File: src/rtl/acq_sequencer.sv
// Acquisition sequencer: starts the recording memory master, waits for a full buffer
// (optionally bounded by a timeout), then streams the RAM contents out oldest-first.
module acq_sequencer #(
  parameter int RAM_SIZE = 256,
  parameter int ADDR_BUS = 8,
  parameter int DATA_W   = 16
) (
  input  logic                ref_clk,
  input  logic                reset,
  input  logic                arm,
  input  logic                abort,
  input  logic [15:0]         timeout_val,
  output logic                mm_clear,
  output logic                mm_start,
  input  logic                mm_buffer_full,
  input  logic [ADDR_BUS-1:0] mm_ram_ptr,
  output logic [ADDR_BUS-1:0] rd_addr,
  output logic                rd_read,
  input  logic                rd_waitrequest,
  input  logic                rd_readdatavalid,
  input  logic [DATA_W-1:0]   rd_data,
  output logic [DATA_W-1:0]   out_data,
  output logic                out_valid,
  input  logic                out_ready,
  output logic                out_sop,
  output logic                out_eop,
  output logic                busy,
  output logic                timeout_flag
);

  localparam logic [ADDR_BUS:0] C_SIZE = (ADDR_BUS+1)'(RAM_SIZE);
  localparam logic [ADDR_BUS:0] C_LAST = (ADDR_BUS+1)'(RAM_SIZE - 1);
  localparam logic [ADDR_BUS:0] C_ONE  = (ADDR_BUS+1)'(1);

  typedef enum logic [2:0] {
    S_IDLE, S_CLEAR, S_START, S_WAIT, S_RD_REQ, S_RD_WAIT, S_OUT
  } state_t;

  state_t              r_state;
  state_t              w_nextState;
  logic [ADDR_BUS-1:0] r_base;
  logic [ADDR_BUS:0]   r_idx;
  logic [15:0]         r_cnt;
  logic [DATA_W-1:0]   r_outData;
  logic                r_timeout;
  logic                r_closing;
  logic                r_abortPend;

  logic [ADDR_BUS:0]   w_sum;
  logic [15:0]         w_cntNext;
  logic                w_latchBase;
  logic                w_incIdx;
  logic                w_capture;
  logic                w_setTimeout;
  logic                w_clrTimeout;
  logic                w_close;
  logic                w_open;
  logic                w_setPend;

  assign w_sum     = {1'b0, r_base} + r_idx;
  assign w_cntNext = r_cnt + 16'd1;

  always_ff @(posedge ref_clk) begin
    if (reset) r_state <= S_IDLE;
    else       r_state <= w_nextState;
  end

  // CLEAR both opens and closes an acquisition; r_closing selects START or IDLE after it.
  always_comb begin
    w_nextState  = r_state;
    w_latchBase  = 1'b0;
    w_incIdx     = 1'b0;
    w_capture    = 1'b0;
    w_setTimeout = 1'b0;
    w_clrTimeout = 1'b0;
    w_close      = 1'b0;
    w_open       = 1'b0;
    w_setPend    = 1'b0;
    case (r_state)
      S_IDLE: if (arm) begin
        w_nextState  = S_CLEAR;
        w_clrTimeout = 1'b1;
        w_open       = 1'b1;
      end
      S_CLEAR: w_nextState = r_closing ? S_IDLE : S_START;
      S_START: w_nextState = S_WAIT;
      S_WAIT: begin
        if (abort) begin
          w_nextState = S_CLEAR;
          w_close     = 1'b1;
        end else if (mm_buffer_full) begin
          w_nextState = S_RD_REQ;
          w_latchBase = 1'b1;
        end else if (timeout_val != 16'd0 && w_cntNext == timeout_val) begin
          w_nextState  = S_CLEAR;
          w_close      = 1'b1;
          w_setTimeout = 1'b1;
        end
      end
      // A stalled read must stay asserted, so an abort there waits for the response.
      S_RD_REQ: begin
        if (!rd_waitrequest) begin
          if (abort) begin
            w_nextState = S_CLEAR;
            w_close     = 1'b1;
          end else begin
            w_nextState = S_RD_WAIT;
          end
        end else if (abort) begin
          w_setPend = 1'b1;
        end
      end
      S_RD_WAIT: begin
        if (rd_readdatavalid) begin
          if (r_abortPend || abort) begin
            w_nextState = S_CLEAR;
            w_close     = 1'b1;
          end else begin
            w_nextState = S_OUT;
            w_capture   = 1'b1;
          end
        end else if (abort) begin
          w_setPend = 1'b1;
        end
      end
      S_OUT: begin
        if (abort || (out_ready && r_idx == C_LAST)) begin
          w_nextState = S_CLEAR;
          w_close     = 1'b1;
        end else if (out_ready) begin
          w_nextState = S_RD_REQ;
          w_incIdx    = 1'b1;
        end
      end
      default: w_nextState = S_IDLE;
    endcase

    mm_clear     = reset || (r_state == S_CLEAR);
    mm_start     = !reset && (r_state == S_START);
    rd_read      = !reset && (r_state == S_RD_REQ);
    out_valid    = !reset && (r_state == S_OUT);
    out_sop      = out_valid && (r_idx == '0);
    out_eop      = out_valid && (r_idx == C_LAST);
    busy         = !reset && (r_state != S_IDLE);
    out_data     = r_outData;
    timeout_flag = r_timeout;
    rd_addr      = (w_sum >= C_SIZE) ? ADDR_BUS'(w_sum - C_SIZE) : ADDR_BUS'(w_sum);
  end

  always_ff @(posedge ref_clk) begin
    if (reset) begin
      r_base      <= '0;
      r_idx       <= '0;
      r_cnt       <= '0;
      r_outData   <= '0;
      r_timeout   <= 1'b0;
      r_closing   <= 1'b0;
      r_abortPend <= 1'b0;
    end else begin
      if (r_state == S_START)     r_cnt <= '0;
      else if (r_state == S_WAIT) r_cnt <= w_cntNext;

      if (w_latchBase) begin
        r_base <= mm_ram_ptr;
        r_idx  <= '0;
      end else if (w_incIdx) begin
        r_idx <= r_idx + C_ONE;
      end

      if (w_capture) r_outData <= rd_data;

      if (w_clrTimeout)      r_timeout <= 1'b0;
      else if (w_setTimeout) r_timeout <= 1'b1;

      if (w_open)       r_closing <= 1'b0;
      else if (w_close) r_closing <= 1'b1;

      if (r_state == S_IDLE || r_state == S_CLEAR) r_abortPend <= 1'b0;
      else if (w_setPend)                          r_abortPend <= 1'b1;
    end
  end

endmodule

File: config.mk
export PLATFORM = sky130hd
export DESIGN_NAME = acq_sequencer
export DESIGN_NICKNAME = d
export VERILOG_FILES = /design/src/rtl/acq_sequencer.sv
export SDC_FILE = /design/constraint.sdc
export NUM_CORES = 1
export LEC_CHECK = 0
export ABC_CLOCK_PERIOD_IN_PS = 5130
export CAP_MARGIN = 10
export CORE_MARGIN = 3
export CORE_UTILIZATION = 54
export CTS_CLUSTER_DIAMETER = 50
export CTS_CLUSTER_SIZE = 25
export DETAILED_ROUTE_END_ITERATION = 12
export PLACE_DENSITY_LB_ADDON = 0.08
export SKIP_LAST_GASP = 1
export SYNTH_ARGS = -nofsm -noshare
export SYNTH_HDL_FRONTEND = slang
export SYNTH_SLANG_ARGS = --single-unit
File: constraint.sdc
create_clock -name ref_clk -period 5.13 [get_ports ref_clk]
set_clock_uncertainty 0.2 [all_clocks]
set_input_delay 1.539 -clock ref_clk [delete_from_list [all_inputs] [get_ports ref_clk]]
set_output_delay 1.539 -clock ref_clk [all_outputs]
set_load 0.02 [all_outputs]
==> flow_metrics.tcl <==
set metrics [dict create \
    outcome "complete, no violations" \
    grt_pass1_wl_mm 14.0 \
    setup_viol 0 \
    cts_made_buffers 5 \
    tns_ns 0 \
    grt_pass1_vias 3020 \
    ant_nets 0 \
    ctsHoldBuffers 0 \
    grtUsageTotal_pct 23.5 \
    vias_per_cell 5.80 \
    multi_input_area_um2 2110 \
    worstMarginPinSlew_ns 1.06 \
    syn_nets 497 \
    nets 558 \
    row_count 28 \
    drt-pass1-iter-count 5 \
    clk_latency_ns 0.30 \
    min_period_over_period_pct 87.7 \
    crit_path_max_incr_delay_ns 0.59 \
    synth-edff-count 0 \
    grt_remaining_overflow 0 \
    core_area_um2 6030 \
    crit_slowest_cell "clkdlybuf4s50_1" \
    hp-class "flop to flop" \
    crit_path_start "reset" \
    antenna_cells 0 \
    async_flop_share_pct 0 \
    critPathKind "primary input to output port" \
    hold_slack_ns 0.272 \
    drive_gt1_share_pct 3.82 \
    ys_top_cells_by_count "63 x nor2_1, 55 x dfxtp_1, 40 x a21oi_1, 38 x nand2_1" \
    ys_warn_count 0 \
    synth_area_leaders "dfxtp_1 32%, nor2_1 6.9%, mux2i_1 6.2%" \
    ys_seq_area_share_pct 32.4 \
    total_power_mw 0.894 \
    place_congestion 0.916 \
    area.sequential_um2 1100 \
    remaining_drc_errors 0 \
    relSlewSlack_pct 29.4 \
    path_clk_slew_ns 0.09 \
    synth_cell_types 51 \
    die_h_um 85.4 \
    drt_iter0_markers 282 \
    io_buffers 79 \
    path_cells "buf_2, nor3_1, and3_1, clkdlybuf4s50_1" \
    vias 3322 \
    cts_tree "yes" \
    hold_start "r_base[2]" \
    yosys.area.top_type "dfxtp_1" \
    synth_area_per_cell_um2 7.79 \
    ios 80 \
    crit_path_start_kind "primary input" \
    start_util_pct 56.5 \
    crit_fanout 4 \
    yosysMostFrequentCell "nor2_1" \
    maxSlewViolCount 0 \
    ctsRootBufferMaster "clkbuf_8" \
    crit_arrival_ns 2.76 \
    r2r-start "r_state[0]" \
    cap_violations 0 \
    p_leak_nw 1.66 \
    worstHoldEndpoint "r_base[2]" \
    power.density_nw_per_um2 209 \
    clkSinkCount 55 \
    syn-cell-area_um2 3400 \
    ys_ff_latch 55 \
    rsz0062_at_grt "false" \
    antenna_found_initial 0 \
    synth_top_area_share_pct 32.4 \
    dpl.hpwl_mm 6.34 \
    finalWirelength_mm 8.48 \
    r2r_end "r_idx[5]" \
    cp-end-kind "output port" \
    wl_per_cell_um 14.8 \
    r2r_cells 6 \
    post_cts_buffers 0 \
    synth_ff_type "dfxtp_1" \
    synth_cells 437 \
    htree_levels 2 \
    post_cts_resized 0 \
    hold_depth 2 \
    area_delta_synth_final_pct 25.7 \
    final_hold_viol_count 0 \
    die_area_um2 7290 \
    required_ns 3.39 \
    nFillCells 507 \
    vdd_drop_max_v 0.000157 \
    clockBufferDepth 2 \
    grt_max_degree 37 \
    fmax_mhz 222 \
    die_width_um 85.4 \
    r2r_slack_ns 1.85 \
    fin_crit_ns 4.50 \
]
-- cell usage in the layout, fill, tap and decap left out, drive strengths merged, types with 11 or more instances in the layout --
cell type      count
nand2             38
a21oi             40
nor2              64
dfxtp             55
mux2i             21
nor3              21
nor4              11
clkdlybuf4s50     78
nand3             19
ha                11
xor2              13
xnor2             20
inv               14
-- report_power, final --
| group | internal [mW] | switching (mW) |
|---|---|---|
| logic | 0.0772 | 0.0907 |
| registers | 0.432 | 0.0153 |
| clock network | 0.143 | 0.135 |
| total | 0.653 | 0.241 |
-- routing by layer --
layer | global-route usage (%) | wire length, um
met5 | 0 | 0
met4 | 6.33 | 161
met3 | 5.73 | 601
met2 | 37.6 | 3930
met1 | 31.6 | 3780
-- sequential cells by signal, indices dropped and copies added (netlist names) --
signal / cells
out_data: 16
r_state: 3
r_abortPend: 1
r_closing: 1
r_idx: 9
r_base: 8
timeout_flag: 1
r_cnt: 16
-- how the worst max path moves through the flow --
stage	endpoint	slack, ns	cells past startpoint
2_1_floorplan	out_sop	0.77	3
3_3_place_gp	out_sop	0.65	4
3_5_place_dp	out_sop	0.65	4
4_1_cts	rd_addr[6]	0.63	10
5_1_grt	rd_addr[7]	0.49	9
6_report	out_sop	0.63	4
-- kinds of logic after synthesis --
family                   count (synthesis)  share of synthesized area, %
multiplexers                            21                          6.18
adder cells (fa/ha/maj)                 12                          4.63
flip-flops                              55                          32.4
buffers and inverters                   44                          5.77
AO/OA/AOI/OAI                           85                          15.9
AND/OR/NAND/NOR                        187                          26.7
XOR/XNOR                                33                          8.49
-- metrics by stage --
step           setup WS, ns  cells  utilization, %  instance area [um2]
2_1_floorplan         0.774    437               -                 3400
3_3_place_gp          0.646    566            69.3                 4180
3_5_place_dp          0.653    566            69.3                 4180
4_1_cts               0.626    573            71.0                 4280
5_1_grt               0.494    573            71.0                 4280
6_report              0.630    573            71.0                 4280
-- final cells by class --
cell class / count / share of cell area (%)
Clock buffer: 6 / 1.70
Clock inverter: 1 / 0.702
Inverter: 14 / 1.23
Multi-Input combinational cell: 338 / 49.2
Sequential cell: 55 / 25.7
Tap cell: 75 / 2.19
Timing Repair Buffer: 84 / 19.2
-- critical path, delay by kind of cell --
family | cells | cell delay (ns)
buffers and inverters | 2 | 0.72
AND/OR/NAND/NOR | 2 | 0.50
Note: power is estimated with default switching activity, not from simulation.
